===== src/rtl/serial_mag_compare_ctrl_pkg.sv =====
// Shared types and constants for the serial two-bit-per-cycle magnitude comparator.
// Holds the controller state encoding, the slice result encoding and the default width.
package serial_mag_compare_ctrl_pkg;

  localparam int DEFAULT_WIDTH = 8;

  typedef enum logic [1:0] {
    IDLE = 2'b00,
    SCAN = 2'b01,
    DONE = 2'b10
  } state_t;

  typedef enum logic [1:0] {
    S_GT = 2'b00,
    S_EQ = 2'b01,
    S_LT = 2'b10
  } slice_res_t;

endpackage


===== src/rtl/serial_mag_compare_ctrl_cmp2_slice.sv =====
// Combinational 2-bit unsigned compare slice with one-hot gt/eq/lt outputs.
// This is the single compare resource shared across all slices by the controller.
module cmp2_slice
  import serial_mag_compare_ctrl_pkg::*;
(
  input  logic [1:0] i_a,
  input  logic [1:0] i_b,
  output logic       o_gt,
  output logic       o_eq,
  output logic       o_lt
);

  slice_res_t w_res;

  always_comb begin
    if (i_a > i_b)      w_res = S_GT;
    else if (i_a < i_b) w_res = S_LT;
    else                w_res = S_EQ;
  end

  always_comb begin
    o_gt = (w_res == S_GT);
    o_eq = (w_res == S_EQ);
    o_lt = (w_res == S_LT);
  end

endmodule


===== src/rtl/serial_mag_compare_ctrl.sv =====
// Sequenced magnitude comparator: walks operand pairs MSB slice first, two bits per
// cycle, stopping on the first unequal slice and pulsing done with the registered result.
module serial_mag_compare_ctrl
  import serial_mag_compare_ctrl_pkg::*;
#(
  parameter int WIDTH = DEFAULT_WIDTH
) (
  input  logic                           clk,
  input  logic                           rst_n,
  input  logic                           i_start,
  input  logic [WIDTH-1:0]               i_a,
  input  logic [WIDTH-1:0]               i_b,
  output logic                           o_busy,
  output logic                           o_done,
  output logic                           o_gt,
  output logic                           o_eq,
  output logic                           o_lt,
  output logic [$clog2(WIDTH/2):0]       o_nslices
);

  localparam int NSL  = WIDTH / 2;
  localparam int IDXW = (NSL > 1) ? $clog2(NSL) : 1;
  localparam int CNTW = $clog2(NSL) + 1;

  state_t            r_state;
  state_t            w_next;
  logic [WIDTH-1:0]  r_a;
  logic [WIDTH-1:0]  r_b;
  logic [IDXW-1:0]   r_idx;
  logic [CNTW-1:0]   r_cnt;
  logic              r_gt;
  logic              r_eq;
  logic              r_lt;
  logic [CNTW-1:0]   r_nslices;
  logic [1:0]        w_sa;
  logic [1:0]        w_sb;
  logic              w_gt;
  logic              w_eq;
  logic              w_lt;
  logic              w_last;

  // Slice mux: select the operand pair addressed by the down-counting index.
  always_comb begin
    w_sa = '0;
    w_sb = '0;
    for (int i = 0; i < NSL; i++) begin
      if (r_idx == IDXW'(i)) begin
        w_sa = r_a[2*i +: 2];
        w_sb = r_b[2*i +: 2];
      end
    end
  end

  assign w_last = (r_idx == '0);

  cmp2_slice u_slice (
    .i_a  (w_sa),
    .i_b  (w_sb),
    .o_gt (w_gt),
    .o_eq (w_eq),
    .o_lt (w_lt)
  );

  always_ff @(posedge clk or negedge rst_n) begin
    if (!rst_n) r_state <= IDLE;
    else        r_state <= w_next;
  end

  always_comb begin
    w_next = r_state;
    unique case (r_state)
      IDLE:    if (i_start) w_next = SCAN;
      SCAN:    if (!w_eq || w_last) w_next = DONE;
      DONE:    w_next = IDLE;
      default: w_next = IDLE;
    endcase
  end

  always_comb begin
    o_busy    = (r_state != IDLE);
    o_done    = (r_state == DONE);
    o_gt      = r_gt;
    o_eq      = r_eq;
    o_lt      = r_lt;
    o_nslices = r_nslices;
  end

  // Results are cleared on accept and only rewritten on the deciding slice, so they
  // hold steady through DONE and the following idle period.
  always_ff @(posedge clk or negedge rst_n) begin
    if (!rst_n) begin
      r_a       <= '0;
      r_b       <= '0;
      r_idx     <= '0;
      r_cnt     <= '0;
      r_gt      <= 1'b0;
      r_eq      <= 1'b0;
      r_lt      <= 1'b0;
      r_nslices <= '0;
    end else if (r_state == IDLE && i_start) begin
      r_a       <= i_a;
      r_b       <= i_b;
      r_idx     <= IDXW'(NSL - 1);
      r_cnt     <= '0;
      r_gt      <= 1'b0;
      r_eq      <= 1'b0;
      r_lt      <= 1'b0;
      r_nslices <= '0;
    end else if (r_state == SCAN) begin
      r_cnt <= r_cnt + 1'b1;
      if (!w_eq) begin
        r_gt      <= w_gt;
        r_lt      <= w_lt;
        r_nslices <= r_cnt + 1'b1;
      end else if (w_last) begin
        r_eq      <= 1'b1;
        r_nslices <= CNTW'(NSL);
      end else begin
        r_idx <= r_idx - 1'b1;
      end
    end
  end

endmodule


===== config.mk =====
export PLATFORM = sky130hd
export DESIGN_NAME = serial_mag_compare_ctrl
export DESIGN_NICKNAME = d
export VERILOG_FILES = /design/src/rtl/serial_mag_compare_ctrl_pkg.sv /design/src/rtl/serial_mag_compare_ctrl_cmp2_slice.sv /design/src/rtl/serial_mag_compare_ctrl.sv
export SDC_FILE = /design/constraint.sdc
export NUM_CORES = 1
export LEC_CHECK = 0
export ABC_AREA = 1
export CAP_MARGIN = 20
export CORE_UTILIZATION = 46
export DETAILED_ROUTE_END_ITERATION = 6
export GPL_TIMING_DRIVEN = 0
export PLACE_DENSITY = 0.86
export SLEW_MARGIN = 15
export SYNTH_ARGS = -nofsm -noshare
export SYNTH_HDL_FRONTEND = slang
export SYNTH_SLANG_ARGS = --single-unit

===== constraint.sdc =====
create_clock -name clk -period 2.1 [get_ports clk]
set_input_delay 0.315 -clock clk [delete_from_list [all_inputs] [get_ports clk]]
set_output_delay 0.315 -clock clk [all_outputs]
set_load 0.1 [all_outputs]

==> flow_summary_export.csv <==
group,metric,value,unit
floorplan,core,3030,sq um
detailed_routing,route.detailed.drc,0,
cts,cts_tree,"built",
cts,htreeDepth,2,
synth,ys_seq_elements,29,
place,gp_congestion,0.849,
synth,synth_top_family_by_area,"simple AND/OR/NAND/NOR gates",
timing,maxSlewViolCount,0,
critical_path,end_kind,"register",
synth,syn_area_per_cell,8.17,sq um
final_layout,final_area,1970,sq um
floorplan,die_y,58.2,um
floorplan,ios,27,
synth,ys_types,21,
place,postPlaceCellArea,1760,sq um
synth,syn_nets,204,
synth,synthMuxAreaShare,0,
timing,max_freq,486,MHz
timing,setup_violations,0,
final_layout,fillCellCount,255,
synth,synthCells,178,
floorplan,die-area,3390,sq um
global_routing,grt_pass1_wl,4.75,mm
global_routing,grt_pass1_vias,1166,
timing,worst_slew_pin_slew,0.952,ns
detailed_routing,avgViaCountPerCell,4.82,
cts,cts_made_buffers,5,
final_layout,layout-drive-gt1-share,0.221,
synth,ys_seq_area_frac,0.499,
cts,clk_pin_slew,0.10,ns
detailed_routing,routed_wl,2.79,mm
timing,maxSlewHeadroom,0.368,
final_layout,area_delta_synth_final,35.3,%
cts,root_buffer,"clkbuf_4",
timing,hold_viol_final,0,
floorplan,start_util,0.480,
floorplan,num_rows,20,
critical_path,critPathRequiredTime,2.38,ns
synth,yosysWarnings,0,
timing,post-route-min-period,2.06,ns
critical_path,cp-start-kind,"register",
outcome,outcome,"complete, no violations",
critical_path,worstPathArrival,2.34,ns
timing,fin_crit_sh,0.981,
timing,rsz0062_at_grt,"true",
global_routing,grt-ovfl-total,0,
synth,synth_xor_area_frac,0.00602,
detailed_routing,wl_per_cell,10.7,um
synth,synth-simple-area-share,0.292,
critical_path,setup.worst_path.class,"register to register",
cts,cts_sinks,29,
global_routing,antenna_found_initial,0,
timing,clock-skew-final,0.0168,ns
synth,synthAdderAreaFrac,0.0602,
detailed_routing,antenna_left,0,
place,io_buffers,26,
detailed_routing,vias,1257,
detailed_routing,drtPass1Iterations,4,
global_routing,grt_max_degree,30,
job,timing.max_cap.violations,0,
global_routing,track_usage,0.187,
final_layout,insertedDiodeCount,0,
place,hpwl,1.95,mm
floorplan,die_w,58.2,um
critical_path,cp_max_fo,7,
synth,synth_compound_area_frac,0.0800,
cts,clk_path_buf_depth,2,
hold_path,worstHoldPathType,"register to register",
cts,clock_latency,0.34,ns
detailed_routing,drt_iter0_markers,34,
final_layout,nets,242,
synth,synth_area,1450,sq um
[sequential cells by signal, indices dropped and copies added, names as in the netlist]
signal	cells
r_a	8
o_nslices	3
r_state	2
o_eq	1
r_cnt	3
r_idx	2
o_gt	1
o_lt	1
r_b	8
[critical path, cell delays in order (launching register included)]
cell and delay, ns:
dfrtp_2 0.47, buf_4 0.15, ha_1 0.21, inv_2 0.11, nor2_1 0.05, a21oi_1 0.12
ha_1 0.27, nand2_1 0.12, nand2_4 0.09, nand2_4 0.10, nand2_2 0.06, nor2_1 0.10
nand2_1 0.07, nand2_1 0.06
[routing by layer]
| layer | vias to the layer above | part of all wire | global-route usage |
|---|---|---|---|
| met5 | - | 0 | 0 |
| met4 | 0 | 0.016 | 0.0680 |
| met3 | 7 | 0.041 | 0.0670 |
| met2 | 26 | 0.50 | 0.317 |
| met1 | 582 | 0.44 | 0.219 |
| li1 | 642 | - | - |
[kinds of logic (layout without fill, tap and decap cells)]
family / after synthesis / after routing
and+or+nand+nor: 100 / 100
DFF: 29 / 29
AOI/OAI and AO/OA: 21 / 21
buffers and inverters: 20 / 59
adders and majority gates: 7 / 7
xor gates and xnor gates: 1 / 1
[synth_stat cells, drive strengths merged]
cell type  count  share of area
nand4          1         0.0043
buf            3          0.019
a21oi         10          0.034
a31o           1         0.0060
o21ai          8          0.030
a31oi          1         0.0043
nand3         11          0.050
o211ai         1         0.0052
nand2         80           0.22
inv           17          0.044
ha             7          0.060
dfrtp         29           0.50
nor2           8          0.022
xnor2          1         0.0060
[metrics by stage]
step	setup WS [ns]	setup TNS, ns	hold slack (ns)	std cells	utilization
after floorplan	0.118	0	0.0194	178	-
after global placement	-0.0517	-0.162	0.465	248	0.584
after detailed placement	-0.0854	-0.312	0.367	248	0.583
after CTS	0.000447	0	0.490	259	0.620
after global routing	-0.0826	-0.409	0.503	261	0.650
final	0.0406	0	0.491	261	0.650
[path summary, 6_finish.rpt]
kind | start | to | slack, ns | cells past startpoint
min | r_b[7] | r_b[7] | 0.49 | 2
max in group asynchronous | rst_n | r_idx[0] | 1.14 | 2
min in group asynchronous | rst_n | o_lt | 0.52 | 2
max reg2reg | r_idx[0] | o_nslices[0] | 0.04 | 13
max | r_idx[0] | o_nslices[0] | 0.04 | 13
min reg2reg | r_b[7] | r_b[7] | 0.49 | 2
[layout make-up]
class	instances	area [sq um]	area share
flip-flops and latches	29	727	0.370
multi-input cells	129	723	0.368
repair buffers	31	295	0.150
inverters	17	68.8	0.0350
clock buffers	7	65.1	0.0331
well taps	44	55.1	0.0280
plain buffers	3	27.5	0.0140
clock inverters	1	5.00	0.00254
[cell usage in the layout, fill, tap and decap left out]
master and count:
a21oi_1 9, a21oi_2 1, a31o_1 1, a31oi_1 1
buf_2 2, buf_4 2, buf_6 4, clkbuf_4 5
clkbuf_8 2, clkdlybuf4s15_1 2, clkdlybuf4s50_1 17, clkinv_2 1
dfrtp_1 28, dfrtp_2 1, dlygate4sd2_1 6, dlygate4sd3_1 1
ha_1 4, ha_4 3, inv_1 5, inv_2 10
inv_4 2, nand2_1 70, nand2_2 6, nand2_4 4
nand3_1 8, nand3_2 1, nand3_4 2, nand4_1 1
nor2_1 7, nor2_2 1, o211ai_1 1, o21ai_0 4
o21ai_1 3, o21ai_2 1, xnor2_1 1
[what timing repair did]
item                                   4_1_cts  5_1_grt
setup endpoints to repair                   12       12
hold buffers                                 1        0
endpoints found under the hold margin        8        0
gates resized for setup                     16       25
pin swaps                                    1       10
setup buffers                                2        2
Power is left out: the tool's default activity adds up to more than one toggle a clock period on the data nets, which glitch-free logic cannot reach.
